### config.mk
export PLATFORM = sky130hd
export DESIGN_NAME = ats21_cmd_issuer
export DESIGN_NICKNAME = d
export VERILOG_FILES = /design/src/rtl/ats21_pkg.sv /design/src/rtl/ats21_cmd_fifo.sv /design/src/rtl/ats21_cmd_issuer.sv
export SDC_FILE = /design/constraint.sdc
export NUM_CORES = 1
export LEC_CHECK = 0
export CORE_ASPECT_RATIO = 0.9
export CORE_MARGIN = 5
export CORE_UTILIZATION = 45
export DETAILED_ROUTE_END_ITERATION = 12
export HOLD_SLACK_MARGIN = 0.03
export PLACE_DENSITY_LB_ADDON = 0.08
export REMOVE_ABC_BUFFERS = 1
export SLEW_MARGIN = 0
export SYNTH_ARGS = -nofsm -noshare
export SYNTH_HDL_FRONTEND = slang
export SYNTH_SLANG_ARGS = --single-unit
### constraint.sdc
create_clock -name clk_1x -period 12.15 [get_ports clk_1x]
set_input_delay 2.43 -clock clk_1x [delete_from_list [all_inputs] [get_ports clk_1x]]
set_output_delay 2.43 -clock clk_1x [all_outputs]
set_load 0.03 [all_outputs]
### src/rtl/ats21_pkg.sv
// Shared ATS21 definitions: opcode encodings, issuer FSM states and the
// same-target conflict rule that decides whether A and B may share a transaction.
package ats21_pkg;

  localparam logic [2:0] OP_NOP     = 3'b000;
  localparam logic [2:0] OP_SET_CLK = 3'b001;
  localparam logic [2:0] OP_ADJ_CLK = 3'b010;
  localparam logic [2:0] OP_RD_CLK  = 3'b011;
  localparam logic [2:0] OP_RD_ALM  = 3'b100;
  localparam logic [2:0] OP_SET_ALM = 3'b101;
  localparam logic [2:0] OP_CLR_ALM = 3'b110;
  localparam logic [2:0] OP_MODE    = 3'b111;

  localparam logic [31:0] NOP_CMD = 32'h0;

  typedef enum logic [2:0] {
    ST_IDLE      = 3'd0,
    ST_REQ       = 3'd1,
    ST_HI        = 3'd2,
    ST_LO        = 3'd3,
    ST_WAIT_STAT = 3'd4
  } state_e;

  // Clock ops address a clock in [28:25]; alarm/mode ops address [28:24].
  // Set-alarm and clear-alarm on the same alarm also collide.
  function automatic logic cmd_conflict(input logic [31:0] a, input logic [31:0] b);
    logic [2:0] op_a;
    logic [2:0] op_b;
    logic       hit;
    op_a = a[31:29];
    op_b = b[31:29];
    hit  = 1'b0;
    if (op_a == op_b) begin
      case (op_a)
        OP_SET_CLK, OP_ADJ_CLK:          hit = (a[28:25] == b[28:25]);
        OP_SET_ALM, OP_CLR_ALM, OP_MODE: hit = (a[28:24] == b[28:24]);
        default:                         hit = 1'b0;
      endcase
    end else if ((op_a == OP_SET_ALM && op_b == OP_CLR_ALM) ||
                 (op_a == OP_CLR_ALM && op_b == OP_SET_ALM)) begin
      hit = (a[28:24] == b[28:24]);
    end
    return hit;
  endfunction

endpackage

### src/rtl/ats21_cmd_fifo.sv
// Synchronous command FIFO; the head word is visible combinationally so a pop
// and its data are taken in the same cycle. ready_o is registered (0 in reset).
module ats21_cmd_fifo #(
  parameter int WIDTH = 32,
  parameter int DEPTH = 4
) (
  input  logic             clk_1x,
  input  logic             reset,
  input  logic             push_i,
  input  logic [WIDTH-1:0] wdata_i,
  output logic             ready_o,
  input  logic             pop_i,
  output logic [WIDTH-1:0] rdata_o,
  output logic             empty_o
);

  localparam int AW = (DEPTH > 1) ? $clog2(DEPTH) : 1;
  localparam int CW = AW + 1;

  logic [WIDTH-1:0] mem_q [DEPTH];
  logic [AW-1:0]    wr_ptr_q;
  logic [AW-1:0]    rd_ptr_q;
  logic [CW-1:0]    count_q;
  logic [CW-1:0]    count_d;
  logic             not_full_q;
  logic             push_ok;
  logic             pop_ok;

  assign push_ok = push_i && not_full_q;
  assign pop_ok  = pop_i && (count_q != '0);

  always_comb begin
    count_d = count_q;
    if (push_ok && !pop_ok) begin
      count_d = count_q + CW'(1);
    end else if (!push_ok && pop_ok) begin
      count_d = count_q - CW'(1);
    end
  end

  always_ff @(posedge clk_1x or posedge reset) begin
    if (reset) begin
      wr_ptr_q   <= '0;
      rd_ptr_q   <= '0;
      count_q    <= '0;
      not_full_q <= 1'b0;
    end else begin
      count_q    <= count_d;
      not_full_q <= (count_d != CW'(DEPTH));
      if (push_ok) wr_ptr_q <= wr_ptr_q + AW'(1);
      if (pop_ok)  rd_ptr_q <= rd_ptr_q + AW'(1);
    end
  end

  always_ff @(posedge clk_1x) begin
    if (push_ok) mem_q[wr_ptr_q] <= wdata_i;
  end

  assign rdata_o = mem_q[rd_ptr_q];
  assign empty_o = (count_q == '0);
  assign ready_o = not_full_q;

endmodule

### src/rtl/ats21_cmd_issuer.sv
// ATS21 host transmitter: bundles client A/B commands into one device transaction,
// sends upper then lower half-words, returns per-client Ack/Nack, latches alarm edges.
//
// state        | meaning
// ST_IDLE      | wait for a queued command; pop A and (if no conflict) B
// ST_REQ       | one-cycle dev_req strobe, half-words held at 0
// ST_HI        | upper halves driven; wait dev_ready up to RDY_TIMEOUT cycles
// ST_LO        | lower halves driven for one cycle
// ST_WAIT_STAT | let dev_stat settle STAT_DELAY cycles, then report responses
module ats21_cmd_issuer
  import ats21_pkg::*;
#(
  parameter int FIFO_DEPTH  = 4,
  parameter int RDY_TIMEOUT = 8,
  parameter int STAT_DELAY  = 2,
  parameter int NUM_ALARMS  = 24
) (
  input  logic                  clk_1x,
  input  logic                  reset,
  input  logic                  a_cmd_valid,
  output logic                  a_cmd_ready,
  input  logic [31:0]           a_cmd,
  input  logic                  b_cmd_valid,
  output logic                  b_cmd_ready,
  input  logic [31:0]           b_cmd,
  output logic                  a_rsp_valid,
  output logic                  a_rsp_ack,
  output logic                  b_rsp_valid,
  output logic                  b_rsp_ack,
  output logic                  dev_req,
  input  logic                  dev_ready,
  output logic [15:0]           dev_ctrlA,
  output logic [15:0]           dev_ctrlB,
  input  logic [1:0]            dev_stat,
  input  logic [NUM_ALARMS-1:0] dev_data,
  output logic [NUM_ALARMS-1:0] alarm_pending,
  input  logic [NUM_ALARMS-1:0] alarm_clr,
  output logic                  busy,
  output logic                  timeout_err
);

  localparam int TMR_MAX = (RDY_TIMEOUT > STAT_DELAY) ? RDY_TIMEOUT : STAT_DELAY;
  localparam int TMR_W   = $clog2(TMR_MAX + 1);

  state_e             state_q, state_d;
  logic [TMR_W-1:0]   tmr_q, tmr_d;
  logic [31:0]        cmd_a_q, cmd_a_d;
  logic [31:0]        cmd_b_q, cmd_b_d;
  logic               va_q, va_d;
  logic               vb_q, vb_d;
  logic               a_rsp_valid_q, a_rsp_valid_d;
  logic               a_rsp_ack_q, a_rsp_ack_d;
  logic               b_rsp_valid_q, b_rsp_valid_d;
  logic               b_rsp_ack_q, b_rsp_ack_d;
  logic               tmo_q, tmo_d;
  logic [NUM_ALARMS-1:0] data_dly_q;
  logic [NUM_ALARMS-1:0] pend_q, pend_d;

  logic        pop_a, pop_b;
  logic        empty_a, empty_b;
  logic [31:0] head_a, head_b;

  ats21_cmd_fifo #(.WIDTH(32), .DEPTH(FIFO_DEPTH)) u_fifo_a (
    .clk_1x  (clk_1x),
    .reset   (reset),
    .push_i  (a_cmd_valid),
    .wdata_i (a_cmd),
    .ready_o (a_cmd_ready),
    .pop_i   (pop_a),
    .rdata_o (head_a),
    .empty_o (empty_a)
  );

  ats21_cmd_fifo #(.WIDTH(32), .DEPTH(FIFO_DEPTH)) u_fifo_b (
    .clk_1x  (clk_1x),
    .reset   (reset),
    .push_i  (b_cmd_valid),
    .wdata_i (b_cmd),
    .ready_o (b_cmd_ready),
    .pop_i   (pop_b),
    .rdata_o (head_b),
    .empty_o (empty_b)
  );

  always_comb begin
    state_d       = state_q;
    tmr_d         = tmr_q;
    cmd_a_d       = cmd_a_q;
    cmd_b_d       = cmd_b_q;
    va_d          = va_q;
    vb_d          = vb_q;
    tmo_d         = tmo_q;
    pop_a         = 1'b0;
    pop_b         = 1'b0;
    a_rsp_valid_d = 1'b0;
    a_rsp_ack_d   = 1'b0;
    b_rsp_valid_d = 1'b0;
    b_rsp_ack_d   = 1'b0;
    case (state_q)
      ST_IDLE: begin
        if (!empty_a || !empty_b) begin
          pop_a   = !empty_a;
          // A conflicting B stays queued and rides the next transaction.
          pop_b   = !empty_b && !(!empty_a && cmd_conflict(head_a, head_b));
          va_d    = pop_a;
          vb_d    = pop_b;
          cmd_a_d = pop_a ? head_a : NOP_CMD;
          cmd_b_d = pop_b ? head_b : NOP_CMD;
          state_d = ST_REQ;
        end
      end
      ST_REQ: begin
        tmr_d   = TMR_W'(RDY_TIMEOUT - 1);
        state_d = ST_HI;
      end
      ST_HI: begin
        if (dev_ready) begin
          state_d = ST_LO;
        end else if (tmr_q == '0) begin
          tmo_d         = 1'b1;
          a_rsp_valid_d = va_q;
          b_rsp_valid_d = vb_q;
          state_d       = ST_IDLE;
        end else begin
          tmr_d = tmr_q - TMR_W'(1);
        end
      end
      ST_LO: begin
        tmr_d   = TMR_W'(STAT_DELAY - 1);
        state_d = ST_WAIT_STAT;
      end
      ST_WAIT_STAT: begin
        if (tmr_q == '0) begin
          a_rsp_valid_d = va_q;
          a_rsp_ack_d   = va_q & dev_stat[0];
          b_rsp_valid_d = vb_q;
          b_rsp_ack_d   = vb_q & dev_stat[1];
          state_d       = ST_IDLE;
        end else begin
          tmr_d = tmr_q - TMR_W'(1);
        end
      end
      default: state_d = ST_IDLE;
    endcase
  end

  always_ff @(posedge clk_1x or posedge reset) begin
    if (reset) begin
      state_q       <= ST_IDLE;
      tmr_q         <= '0;
      cmd_a_q       <= NOP_CMD;
      cmd_b_q       <= NOP_CMD;
      va_q          <= 1'b0;
      vb_q          <= 1'b0;
      tmo_q         <= 1'b0;
      a_rsp_valid_q <= 1'b0;
      a_rsp_ack_q   <= 1'b0;
      b_rsp_valid_q <= 1'b0;
      b_rsp_ack_q   <= 1'b0;
    end else begin
      state_q       <= state_d;
      tmr_q         <= tmr_d;
      cmd_a_q       <= cmd_a_d;
      cmd_b_q       <= cmd_b_d;
      va_q          <= va_d;
      vb_q          <= vb_d;
      tmo_q         <= tmo_d;
      a_rsp_valid_q <= a_rsp_valid_d;
      a_rsp_ack_q   <= a_rsp_ack_d;
      b_rsp_valid_q <= b_rsp_valid_d;
      b_rsp_ack_q   <= b_rsp_ack_d;
    end
  end

  always_comb begin
    dev_req   = 1'b0;
    dev_ctrlA = 16'h0;
    dev_ctrlB = 16'h0;
    case (state_q)
      ST_REQ: dev_req = 1'b1;
      ST_HI: begin
        dev_ctrlA = cmd_a_q[31:16];
        dev_ctrlB = cmd_b_q[31:16];
      end
      ST_LO: begin
        dev_ctrlA = cmd_a_q[15:0];
        dev_ctrlB = cmd_b_q[15:0];
      end
      default: ;
    endcase
  end

  // A fresh rising edge beats a same-cycle clear so no event is lost.
  always_comb begin
    pend_d = (pend_q & ~alarm_clr) | (dev_data & ~data_dly_q);
  end

  always_ff @(posedge clk_1x or posedge reset) begin
    if (reset) begin
      data_dly_q <= '0;
      pend_q     <= '0;
    end else begin
      data_dly_q <= dev_data;
      pend_q     <= pend_d;
    end
  end

  assign a_rsp_valid   = a_rsp_valid_q;
  assign a_rsp_ack     = a_rsp_ack_q;
  assign b_rsp_valid   = b_rsp_valid_q;
  assign b_rsp_ack     = b_rsp_ack_q;
  assign alarm_pending = pend_q;
  assign busy          = (state_q != ST_IDLE);
  assign timeout_err   = tmo_q;

endmodule

==> results.md <==
- Cells after Synth: 875
- Mean Syn Cell Area: 17.3 um^2
- Ys Warns: 0
- R2R depth: 10
- #FFs+latches synth: 398
- Number of global-route vias before repair: 8,532
- Pwr Total: 4.46 mW
- Initial antenna violation count: 1
- Number of port buffers: 183
- # IOs: 184
- Initial DRT Pass Iterations: 5
- Post-layout util: 0.565
- FMAX: 141 MHz
- CTS buffer count: 41
- Worst skew pair latency: 0.53 ns
- ANT cells: 0
- Final Routed Wirelength: 31.3 mm
- Area delta synth->final: 23.4%
- Pwr/cell area: 239 nW/um^2
- Pin count of the biggest net entering global routing: 94
- Setup violators final: 0
- Clock Tree Buf Depth: 3
- Grt total ovfl: 0
- Number of flops mapped to enable cells by yosys: 256
- Crit. Startpoint: dev_ready
- WS Path Type: primary input to output port
- Area after DPL: 17,400 um^2
- Critical Path Start Type: primary input
- Status: finished clean
- Post-CTS setup buffers: 0
- Capturing point of the worst reg2reg path: u_fifo_b.ready_o
- Resize count post-CTS: 0
- Maxcap violations: 0
- Final Wtd Congestion: 0.733
- Final hold vios: 0
- Share of layout cells above drive strength 1: 0.138
- Unique masters post-synth: 44
- Via/cell ratio: 5.21
- Worst Path Required: 9.72 ns
- Top_reg_cell synth: edfxtp_1
- Worst Tran Pin Value: 1.02 ns
- Worst EP arrival: 4.65 ns
- First-pass GRT wire length: 49.0 mm
- Clk slew on worst S/H paths: 0.06 ns
- Worst-path fanout max: 5
- Post-CTS Hold Buffers: 0
- Period utilisation layout: 0.582
- Post-route cell area: 18,700 um^2
- Slew headroom: 0.320
- Nets: 1,207
- Setup TNS: 0 ns
- Setup Skew: 0.0132 ns
- Reg2reg start: u_fifo_a.rd_ptr_q[1]
- VDD IR max: 0.153 mV
- Critical Path End Type: output port
- Fill cells: 2,641
- Tmin final: 7.08 ns
- Syn Std Cell Area: 15,100 um^2
- Via count: 7,962
- DRC viols: 0
- Asr flop ratio synth: 0.357
- Core area: 33,000 um^2
- H-tree levels: 2
- Initial DRC count: 452
- Seq. cell area: 11,200 um^2
- Count of final max-slew check failures: 0
- Hpwl dp: 18.3 mm
- Multi-input gate area in the final layout: 3370 um^2
- CP endpoint: dev_req
- # rows: 63
- DIE AREA: 37,400 um^2
- ANT nets after route: 0
- R2R setup slack: 8.16 ns
- RSZ-0062 raised after global routing: false
- Total GRT Usage: 0.169
- Tightest Hold Check Type: flip-flop to flip-flop
- Die Ht: 184 um
- CTS sink count: 398
- Initial Util: 0.458
- Clock root cell: clkbuf_16
- Die width: 203 um
- Leakage: 7.16 nW
- Seq/Total Area, Yosys: 0.744
- CTS tree: built
- Post-DR wirelength/cell: 20.5 um
-- layer usage --
layer / track usage / part of all wire / wire length (um) / up-vias
li1: - / - / - / 3679
met1: 0.239 / 0.45 / 14200 / 4020
met2: 0.271 / 0.47 / 14800 / 211
met3: 0.0381 / 0.057 / 1790 / 50
met4: 0.0397 / 0.019 / 607 / 2
met5: 0 / 0.00041 / 13 / -
-- how the worst min path moves through the flow --
stage | from | endpoint | slack, ns | cells past startpoint
finish | data_dly_q[9] | alarm_pending[9] | 0.41 | 1
global route | data_dly_q[9] | alarm_pending[9] | 0.43 | 1
floorplan | data_dly_q[0] | alarm_pending[0] | 0.40 | 1
CTS | data_dly_q[9] | alarm_pending[9] | 0.41 | 1
global placement | data_dly_q[3] | alarm_pending[3] | 0.40 | 1
detailed placement | data_dly_q[9] | alarm_pending[9] | 0.40 | 1
-- critical path: stages --
cell and delay [ns]:
clkdlybuf4s50_1 0.48, inv_1 0.12, a31oi_1 0.08, o21ai_0 0.34, inv_1 0.16, nor3_1 0.27
clkdlybuf4s50_1 0.75
-- per-stage QoR --
stage / setup WS (ns) / std cells / hold slack, ns
finish: 5.07 / 1527 / 0.410
global route: 4.98 / 1527 / 0.430
CTS: 5.13 / 1527 / 0.413
detailed placement: 5.14 / 1452 / 0.404
global placement: 5.21 / 1452 / 0.400
floorplan: 5.91 / 838 / 0.399
-- flip-flops by register name (all words and copies together) (netlist names), 2 cells and up --
name,count
state_q,3
u_fifo_b.mem_q,128
data_dly_q,24
u_fifo_a.mem_q,128
u_fifo_a.count_q,3
tmr_q,4
u_fifo_b.count_q,3
u_fifo_a.wr_ptr_q,2
u_fifo_a.rd_ptr_q,2
u_fifo_b.wr_ptr_q,2
u_fifo_b.rd_ptr_q,2
alarm_pending,24
cmd_a_q,32
cmd_b_q,32
-- final cells by class --
type	count	share of cell area
inverters	98	0.0200
clock inverters	17	0.00456
repair buffers	192	0.102
well taps	422	0.0283
clock buffers	58	0.0622
flip-flops and latches	398	0.602
multi-input cells	342	0.181
-- cells in the mapped netlist (2+ instances only) --
master	n	area share
edfxtp_1	256	0.51
dfrtp_1	142	0.24
inv_1	98	0.024
a22o_1	65	0.038
mux4_2	63	0.094
nand2_1	51	0.013
o21ai_0	34	0.011
o22ai_1	25	0.010
clkbuf_1	20	0.0050
ha_1	15	0.012
and3_1	12	0.0050
xnor2_1	10	0.0058
xor2_1	10	0.0058
nor2_1	9	0.0022
o21ai_1	8	0.0026
buf_1	7	0.0017
a21oi_1	5	0.0017
buf_2	4	0.0013
buf_4	3	0.0015
buf_6	3	0.0022
maj3_1	3	0.0020
mux2_2	3	0.0022
mux2i_1	3	0.0020
nand2b_1	3	0.0012
a31oi_1	2	0.00083
nor2b_1	2	0.00083
nor3_1	2	0.00066
-- power breakdown --
group          leakage, nW  switching, mW  internal, mW
registers             4.10          0.158          1.77
clock network        0.620          0.497         0.666
logic                 2.44          0.777         0.596
-- cell usage in the layout, fill, tap and decap left out, drive strengths merged, types with 15 or more instances in the layout --
cell type / instances
clkinv: 15
a22o: 65
o21ai: 43
ha: 15
edfxtp: 256
clkdlybuf4s50: 183
o22ai: 25
nand2: 51
dfrtp: 142
inv: 100
clkbuf: 58
mux4: 63
-- cells by family (layout without fill, tap and decap cells) --
logic type / after synthesis / count (layout) / synth area share
flops: 398 / 398 / 0.744
compound gates: 144 / 144 / 0.0675
buf+inv: 135 / 365 / 0.0361
simple gates: 90 / 90 / 0.0278
mux: 69 / 69 / 0.0981
xor+xnor: 21 / 21 / 0.0127
fa+ha+maj: 18 / 18 / 0.0144
No activity file was read; power rests on OpenSTA's default activity.
